[config.mk]
export PLATFORM = sky130hd
export DESIGN_NAME = alu_mul_seq_flat
export DESIGN_NICKNAME = d
export VERILOG_FILES = /design/src/rtl/alu_mul_seq_if.sv /design/src/rtl/alu_mul_seq.sv /design/src/flat_wrapper.sv
export SDC_FILE = /design/constraint.sdc
export NUM_CORES = 1
export LEC_CHECK = 0
export CELL_PAD_IN_SITES_DETAIL_PLACEMENT = 0
export CELL_PAD_IN_SITES_GLOBAL_PLACEMENT = 1
export CORE_ASPECT_RATIO = 0.6
export CORE_MARGIN = 2
export CORE_UTILIZATION = 27
export CTS_BUF_LIST = sky130_fd_sc_hd__clkbuf_4
export DETAILED_ROUTE_END_ITERATION = 10
export GPL_TIMING_DRIVEN = 0
export PLACE_DENSITY_LB_ADDON = 0.1
export REMOVE_ABC_BUFFERS = 1
export SYNTH_ARGS = -nofsm -noshare
export SYNTH_HDL_FRONTEND = slang
export SYNTH_SLANG_ARGS = --single-unit
[constraint.sdc]
create_clock -name clk -period 1.4 [get_ports clk]
set_input_delay 0.28 -clock clk [delete_from_list [all_inputs] [get_ports clk]]
set_output_delay 0.28 -clock clk [all_outputs]
set_load 0.01 [all_outputs]
[src/rtl/alu_mul_seq_if.sv]
// Bus between the pipeline/ALU and the multiply sequencer: start/operands, pipeline ALU
// operands, ALU port drive and result, plus status. The DUT uses the slave modport.
interface alu_mul_seq_if;
  logic        start;
  logic [31:0] op_a;
  logic [31:0] op_b;
  logic [31:0] pl_a;
  logic [31:0] pl_b;
  logic [5:0]  pl_fun;
  logic        pl_sign;
  logic [31:0] alu_a;
  logic [31:0] alu_b;
  logic [5:0]  alu_fun;
  logic        alu_sign;
  logic [31:0] alu_z;
  logic        busy;
  logic        stall;
  logic        done;
  logic [31:0] result;

  modport master (
    output start, op_a, op_b, pl_a, pl_b, pl_fun, pl_sign, alu_z,
    input  alu_a, alu_b, alu_fun, alu_sign, busy, stall, done, result
  );

  modport slave (
    input  start, op_a, op_b, pl_a, pl_b, pl_fun, pl_sign, alu_z,
    output alu_a, alu_b, alu_fun, alu_sign, busy, stall, done, result
  );
endinterface

[src/rtl/alu_mul_seq.sv]
// Shift-add multiplier sequencer sharing the pipeline ALU (32x32 -> low 32 bits).
// Define ALU_MUL_EARLY_EXIT_EN to stop once the remaining multiplier is zero.
module alu_mul_seq #(
  parameter int unsigned WIDTH = 32,
  parameter int unsigned CNT_W = 6
) (
  input logic          clk,
  input logic          reset,
  alu_mul_seq_if.slave bus
);
  localparam logic [5:0] FunAdd = 6'b000000;
  localparam logic [5:0] FunSll = 6'b100000;

  typedef enum logic [1:0] {StIdle, StAdd, StShl, StDone} state_e;

  state_e           state_q;
  logic [WIDTH-1:0] acc_q;
  logic [WIDTH-1:0] mcand_q;
  logic [WIDTH-1:0] mplr_q;
  logic [WIDTH-1:0] result_q;
  logic [CNT_W-1:0] cnt_q;
  logic             done_q;
  logic [WIDTH-1:0] mplr_shr;
  logic             last_iter;

  assign mplr_shr = mplr_q >> 1;

`ifdef ALU_MUL_EARLY_EXIT_EN
  assign last_iter = (mplr_shr == '0) || (cnt_q == CNT_W'(WIDTH - 1));
`else
  assign last_iter = (cnt_q == CNT_W'(WIDTH - 1));
`endif

  // Pipeline owns the ALU only while idle; the shift amount rides on operand A.
  always_comb begin
    bus.alu_a    = bus.pl_a;
    bus.alu_b    = bus.pl_b;
    bus.alu_fun  = bus.pl_fun;
    bus.alu_sign = bus.pl_sign;
    if (state_q == StShl) begin
      bus.alu_a    = WIDTH'(1);
      bus.alu_b    = mcand_q;
      bus.alu_fun  = FunSll;
      bus.alu_sign = 1'b0;
    end else if (state_q != StIdle) begin
      bus.alu_a    = acc_q;
      bus.alu_b    = mcand_q;
      bus.alu_fun  = FunAdd;
      bus.alu_sign = 1'b0;
    end
  end

  always_ff @(posedge clk) begin
    if (!reset) begin
      state_q  <= StIdle;
      acc_q    <= '0;
      mcand_q  <= '0;
      mplr_q   <= '0;
      cnt_q    <= '0;
      result_q <= '0;
      done_q   <= 1'b0;
    end else begin
      done_q <= 1'b0;
      unique case (state_q)
        StIdle: begin
          if (bus.start) begin
            acc_q   <= '0;
            mcand_q <= bus.op_a;
            mplr_q  <= bus.op_b;
            cnt_q   <= '0;
`ifdef ALU_MUL_EARLY_EXIT_EN
            if (bus.op_b == '0) state_q <= StDone;
            else state_q <= bus.op_b[0] ? StAdd : StShl;
`else
            state_q <= bus.op_b[0] ? StAdd : StShl;
`endif
          end
        end
        StAdd: begin
          acc_q   <= bus.alu_z;
          state_q <= StShl;
        end
        StShl: begin
          mcand_q <= bus.alu_z;
          mplr_q  <= mplr_shr;
          cnt_q   <= cnt_q + CNT_W'(1);
          if (last_iter) state_q <= StDone;
          else state_q <= mplr_q[1] ? StAdd : StShl;
        end
        StDone: begin
          result_q <= acc_q;
          done_q   <= 1'b1;
          state_q  <= StIdle;
        end
        default: state_q <= StIdle;
      endcase
    end
  end

  assign bus.busy   = (state_q != StIdle);
  assign bus.stall  = bus.busy | bus.start;
  assign bus.done   = done_q;
  assign bus.result = result_q;
endmodule
[src/flat_wrapper.sv]
// flat-port wrapper written by rule: the top's interface ports become plain ports
module alu_mul_seq_flat 
#(
  parameter int unsigned WIDTH = 32,
  parameter int unsigned CNT_W = 6
)
  (clk, reset, bus_start, bus_op_a, bus_op_b, bus_pl_a, bus_pl_b, bus_pl_fun, bus_pl_sign, bus_alu_z, bus_alu_a, bus_alu_b, bus_alu_fun, bus_alu_sign, bus_busy, bus_stall, bus_done, bus_result);
  alu_mul_seq_if bus_i ();
  input logic clk;
  input logic reset;
  input wire logic [$bits(bus_i.start)-1:0] bus_start;
  input wire logic [$bits(bus_i.op_a)-1:0] bus_op_a;
  input wire logic [$bits(bus_i.op_b)-1:0] bus_op_b;
  input wire logic [$bits(bus_i.pl_a)-1:0] bus_pl_a;
  input wire logic [$bits(bus_i.pl_b)-1:0] bus_pl_b;
  input wire logic [$bits(bus_i.pl_fun)-1:0] bus_pl_fun;
  input wire logic [$bits(bus_i.pl_sign)-1:0] bus_pl_sign;
  input wire logic [$bits(bus_i.alu_z)-1:0] bus_alu_z;
  output wire logic [$bits(bus_i.alu_a)-1:0] bus_alu_a;
  output wire logic [$bits(bus_i.alu_b)-1:0] bus_alu_b;
  output wire logic [$bits(bus_i.alu_fun)-1:0] bus_alu_fun;
  output wire logic [$bits(bus_i.alu_sign)-1:0] bus_alu_sign;
  output wire logic [$bits(bus_i.busy)-1:0] bus_busy;
  output wire logic [$bits(bus_i.stall)-1:0] bus_stall;
  output wire logic [$bits(bus_i.done)-1:0] bus_done;
  output wire logic [$bits(bus_i.result)-1:0] bus_result;
  assign bus_i.start = bus_start;
  assign bus_i.op_a = bus_op_a;
  assign bus_i.op_b = bus_op_b;
  assign bus_i.pl_a = bus_pl_a;
  assign bus_i.pl_b = bus_pl_b;
  assign bus_i.pl_fun = bus_pl_fun;
  assign bus_i.pl_sign = bus_pl_sign;
  assign bus_i.alu_z = bus_alu_z;
  assign bus_alu_a = bus_i.alu_a;
  assign bus_alu_b = bus_i.alu_b;
  assign bus_alu_fun = bus_i.alu_fun;
  assign bus_alu_sign = bus_i.alu_sign;
  assign bus_busy = bus_i.busy;
  assign bus_stall = bus_i.stall;
  assign bus_done = bus_i.done;
  assign bus_result = bus_i.result;
  alu_mul_seq #(.WIDTH(WIDTH), .CNT_W(CNT_W)) u_core (.clk(clk), .reset(reset), .bus(bus_i));
endmodule
# After elaboration in Yosys (flattened, before gate mapping)
# Index checks and enable logic that the tools add are counted.
# classes
n_mux	22
n_addsub	1
bitwise	1
eq_ne	5
n_reduce_logical	6
# ops
cell	count
$mux W32	7
$pmux W32 S2	3
$mux W6	3
$pmux W6 S2	1
$mux W2	4
$pmux W2 S4	1
$add A6 B1 Y6 const B	1
$eq A6 B5 Y1 const B	1
$reduce_bool A2 Y1	3
$eq A2 B2 Y1 const B	2
$reduce_and A2 Y1	2
$mux W1	3
$eq A2 B1 Y1 const B	1
$logic_not A2 Y1	1
$ne A2 B2 Y1 const B	1
$or A1 B1 Y1	1
# totals
inputBits	170
output_inout_bits	106
regBits	137
wordCells	42

# Depth between registers and ports, before layout
# depth
depth_word	3
depth_mapped	6
depth_no_buf	4

# Worst setup path after synthesis
# Ideal clock, no wire load.
# synth_timing
kind	register to output
start	reg u_core.state_q[0]
end	out bus_alu_b[0]
t_arrival_ns	1.234
n_path_buf	2
path_stages_with_launch	5
required_time_ns	1.120
slack_ns	-0.114
path_cell_list	dfxtp_1 buf_4 nor2_2 buf_2 mux2_2
# synth_via
elab_chain_len	3
elab_cells_between_ends	4
classes_between	eq/ne: 1; mux: 2; reduce/logical: 1
# synth_lines
item	line	text
from (decl)	alu_mul_seq.sv:16	state_e state_q;
from (signal assigned)	alu_mul_seq.sv:55	state_q <= StIdle;
from (signal assigned)	alu_mul_seq.sv:75	state_q <= bus.op_b[0] ? StAdd : StShl;
from (signal assigned)	alu_mul_seq.sv:81	state_q <= StShl;
$reduce_bool A2 Y1	alu_mul_seq.sv:45	end else if (state_q != StIdle) begin
$mux W32	alu_mul_seq.sv:45	
$mux W32 *	alu_mul_seq.sv:40	if (state_q == StShl) begin
to (decl)	flat_wrapper.sv:20	output wire logic [$bits(bus_i.alu_b)-1:0] bus_alu_b;
# Mark *: on every way between the ends. The rest lies on a longest branch, timed or not.

# Worst setup path after layout
# layout_timing
start	reg u_core.state_q[0]
end	out bus_alu_b[2]
# The elaborated chain is that of the path after synthesis.

==> summary.md <==
The run finished, with violations left. The final reports fail on setup timing. During I/O placement, the number of pins put on the boundary was 276. For the setup slack after layout, the log shows -0.8904 ns. At the end of the flow, the number of nets in the layout was 1213. After layout, the worst path uses 163.6% of the clock period. Compared with the post-synthesis result, the final layout area differs by 97.80%. The number of H-tree levels is 4.

The count of max-cap constraint violations was 0. For this run, the top clock speed supported by timing is 436.6 MHz. The overflow left after global routing was 0; the width of the chip was 195.1 um.

The signal on the critical path passes through buf_16 -> nor2_4 -> buf_12 -> buf_12 -> buf_6 -> mux2_4 -> buf_6. Post-route worst hold slack: 0.2841 ns. The logs give 1.12 ns for the data required time of the critical path and 15100 um for the final HPWL from detailed placement.

The min-delay analysis places its worst path in the category input port to flip-flop. For this run, asynchronously set or reset flops after synthesis account for 0%. The logs give 436 for the initial DRC count and 0 for the number of remaining DRC errors. Synthesis-stage register bit count: 136. In the final timing run, aggregate negative setup slack is -111.17 ns. The share of the Yosys chip area taken by registers is 46.04%. The ratio of routed vias to standard cells is 5.283.

After synthesis, the netlist uses 32 different library cells. Counting the fill cells in the layout gives 1891. The detail route stage leaves a number of antenna-violating nets equal to 0. The run gives 2 as the number of antenna violations at the first check in global routing.

The path type of the worst setup path was flip-flop to primary output. Clock skew on the completed layout was measured at 0.01629 ns. The data arrival at the endpoint of the critical path came out at 2.01 ns.

The run gives 0.55 ns as the worst-skew pair later-pin latency. The via count of the first global-routing pass was 6995. For this run, the leading register cell type out of synthesis is sky130_fd_sc_hd__dfxtp_1.

Along the worst path, the maximum fanout reaches 5. The number of enable-type register cells in the synthesized netlist was 0; the number of synthesis warnings was 0. Cells with a size suffix above 1 make up 40.84% of the layout. Counting I/O delays and the setup requirement, the final critical path takes 2.290 ns. The run gives 668 as the cell count after synthesis.

Startpoint class of the critical path: a flip-flop. For this design, the sink count on the clock tree is 136. Dividing total power by cell area gives a power density of 1124 nW/um^2. After detailed routing, the total wire length is 32580 um. Hold repair after CTS inserted 0 buffers.

After floorplanning, the core was sized to cover 21240 sq um. The routability congestion estimate from global placement is 0.7295. In this run the static leakage power is 4.947 nW. For the number of buffers inserted during clock tree synthesis, the log shows 17. Buffer cell driving the clock tree root: sky130_fd_sc_hd__clkbuf_4.

At the pin with the least slew margin, the transition time is 0.7683 ns. The area of placed instances was 8941 sq um. IR analysis of the VDD net gives a maximum drop of 487.6 uV.

The largest stage delay on the critical path came out at 0.38 ns. The final route contains 7042 vias. The pre-antenna-repair detailed-routing pass consisted of 5 iterations. The worst-case setup slack after placement came out at -1.548 ns. For this design, the slowest cell found on the critical path is sky130_fd_sc_hd__dfxtp_4. The worst setup path is captured at a primary output. The tools report the worst slew slack as a fraction of its limit as 48.78%.

The final hold violation count is 0. No sink is reached through more buffers than the 2 on the longest clock path. The finished cells cover 11700 sq um. In this run the core area contains 41 standard-cell rows.

Global routing used 27.04% of the available tracks. Grouping stages by cell kind, the critical path spends the most delay in buffers and inverters. The synthesized area per cell works out to 8.852 sq um. The clock slew at the register clock pins of the worst setup and hold paths was 0.13 ns. From bottom edge to top edge, the die measures 118.6 um. After synthesis the cells add up to 5913 sq um. For the die area, the log shows 23140 sq um. The run gives 0 as the final max-slew violation count.

The first global-routing pass estimated 46130 um of wire. The per-cell routed wire length came out at 24.44 um. The number of buffers and inverters on the critical path is 5.

The design draws 13.15 mW. Setup repair after global routing could not meet its margin everywhere. The final setup violation count was 206; the initial core utilization was 27.84%.

TritonCTS built the clock tree. The number of I/O port buffers was 275; the pin count of the biggest net entering global routing was 56.
[synth_stat cells, drive strengths merged, types with 4 or more instances]
cell type / count / area share (%)
a22o: 62 / 9.2
buf: 41 / 4.0
nor2: 102 / 6.6
mux2: 32 / 6.1
and2: 6 / 0.63
clkbuf: 24 / 1.5
a21oi: 4 / 0.34
a22oi: 33 / 4.2
o21ai: 4 / 0.34
a311oi: 62 / 9.2
dfxtp: 136 / 46
nand2: 130 / 8.3
inv: 5 / 0.32
[sequential cells by signal (all words and copies together) (netlist names)]
register,flops
u_core.mcand_q,32
u_core.mplr_q,31
u_core.state_q,2
u_core.bus.result,32
u_core.acc_q,32
u_core.cnt_q,6
u_core.bus.done,1
[final timing paths]
path         depth (start not counted)  slack [ns]                    end                   from
max                                  7       -0.89           bus_alu_b[2]      u_core.state_q[0]
min                                  3        0.28      u_core.mplr_q[13]           bus_op_b[13]
max reg2reg                         10       -0.62     u_core.mcand_q[27]      u_core.state_q[0]
min reg2reg                          1        0.48  u_core.bus.result[12]  u_core.bus.result[12]
[timing repair]
| action | CTS | global route |
|---|---|---|
| pin swaps | 72 | 56 |
| cloned | 38 | 5 |
| buffers inserted | 91 | 15 |
| resized for setup | 619 | 107 |
| endpoints found under the setup margin | 242 | 208 |
[worst min-delay path, cell delays in order]
cell and delay (ns):
sky130_fd_sc_hd__clkdlybuf4s50_1 0.40, sky130_fd_sc_hd__nand2_1 0.06, sky130_fd_sc_hd__a311oi_1 0.08
[routing by layer]
layer | share of wire (%) | GRT usage (%) | up-vias | routed length (um)
met2 | 47 | 43.77 | 301 | 15340
met3 | 7.6 | 6.221 | 27 | 2482
met5 | 0.040 | 0 | - | 13
li1 | - | - | 3203 | -
met1 | 44 | 36.66 | 3509 | 14400
met4 | 1.1 | 5.868 | 2 | 350
[placed cells by master, fill, tap and decap left out, types with 24 or more instances in the layout]
cell type,count
sky130_fd_sc_hd__buf_12,40
sky130_fd_sc_hd__buf_2,66
sky130_fd_sc_hd__dfxtp_1,110
sky130_fd_sc_hd__a311oi_1,34
sky130_fd_sc_hd__a311oi_2,28
sky130_fd_sc_hd__buf_6,72
sky130_fd_sc_hd__a22o_1,62
sky130_fd_sc_hd__buf_4,26
sky130_fd_sc_hd__dfxtp_2,24
sky130_fd_sc_hd__nand2_1,119
sky130_fd_sc_hd__mux2_4,30
sky130_fd_sc_hd__nor2_1,99
sky130_fd_sc_hd__clkdlybuf4s50_1,169
sky130_fd_sc_hd__a22oi_2,25
[metrics by stage]
step / instances / utilization, %
final: 1333 / 55.07
after global routing: 1333 / 55.07
after CTS: 1324 / 53.08
after detailed placement: 1165 / 42.10
after global placement: 1157 / 40.92
after floorplan: 603 / -
[layout make-up]
type                    count  area, sq um  share of cell area (%)
inverters                   5        26.28                  0.2246
diodes                      1        2.502                 0.02139
well taps                 279        349.1                   2.985
clock buffers              18        135.1                   1.155
flip-flops and latches    136         2760                   23.60
multi-input cells         477         3631                   31.04
clock inverters            12        177.7                   1.519
repair buffers            405         4614                   39.45
[kinds of logic after synthesis]
kind of cell             Yosys count  share of synthesized area (%)
buffers and inverters             70                          5.798
adder cells (fa/ha/maj)            1                         0.2116
AO/OA/AOI/OAI                    177                          24.95
flip-flops                       136                          46.04
multiplexers                      32                          6.094
AND/OR/NAND/NOR                  252                          16.91
[report_power, final]
part | total [mW] | switching (mW) | leakage [nW] | internal [mW]
clock | 2.97 | 1.55 | 0.168 | 1.42
combinational | 5.76 | 2.53 | 3.65 | 3.24
sequential | 4.42 | 0.227 | 1.13 | 4.19
total | 13.2 | 4.31 | 4.95 | 8.85
Power figures use the tool's default switching activity.
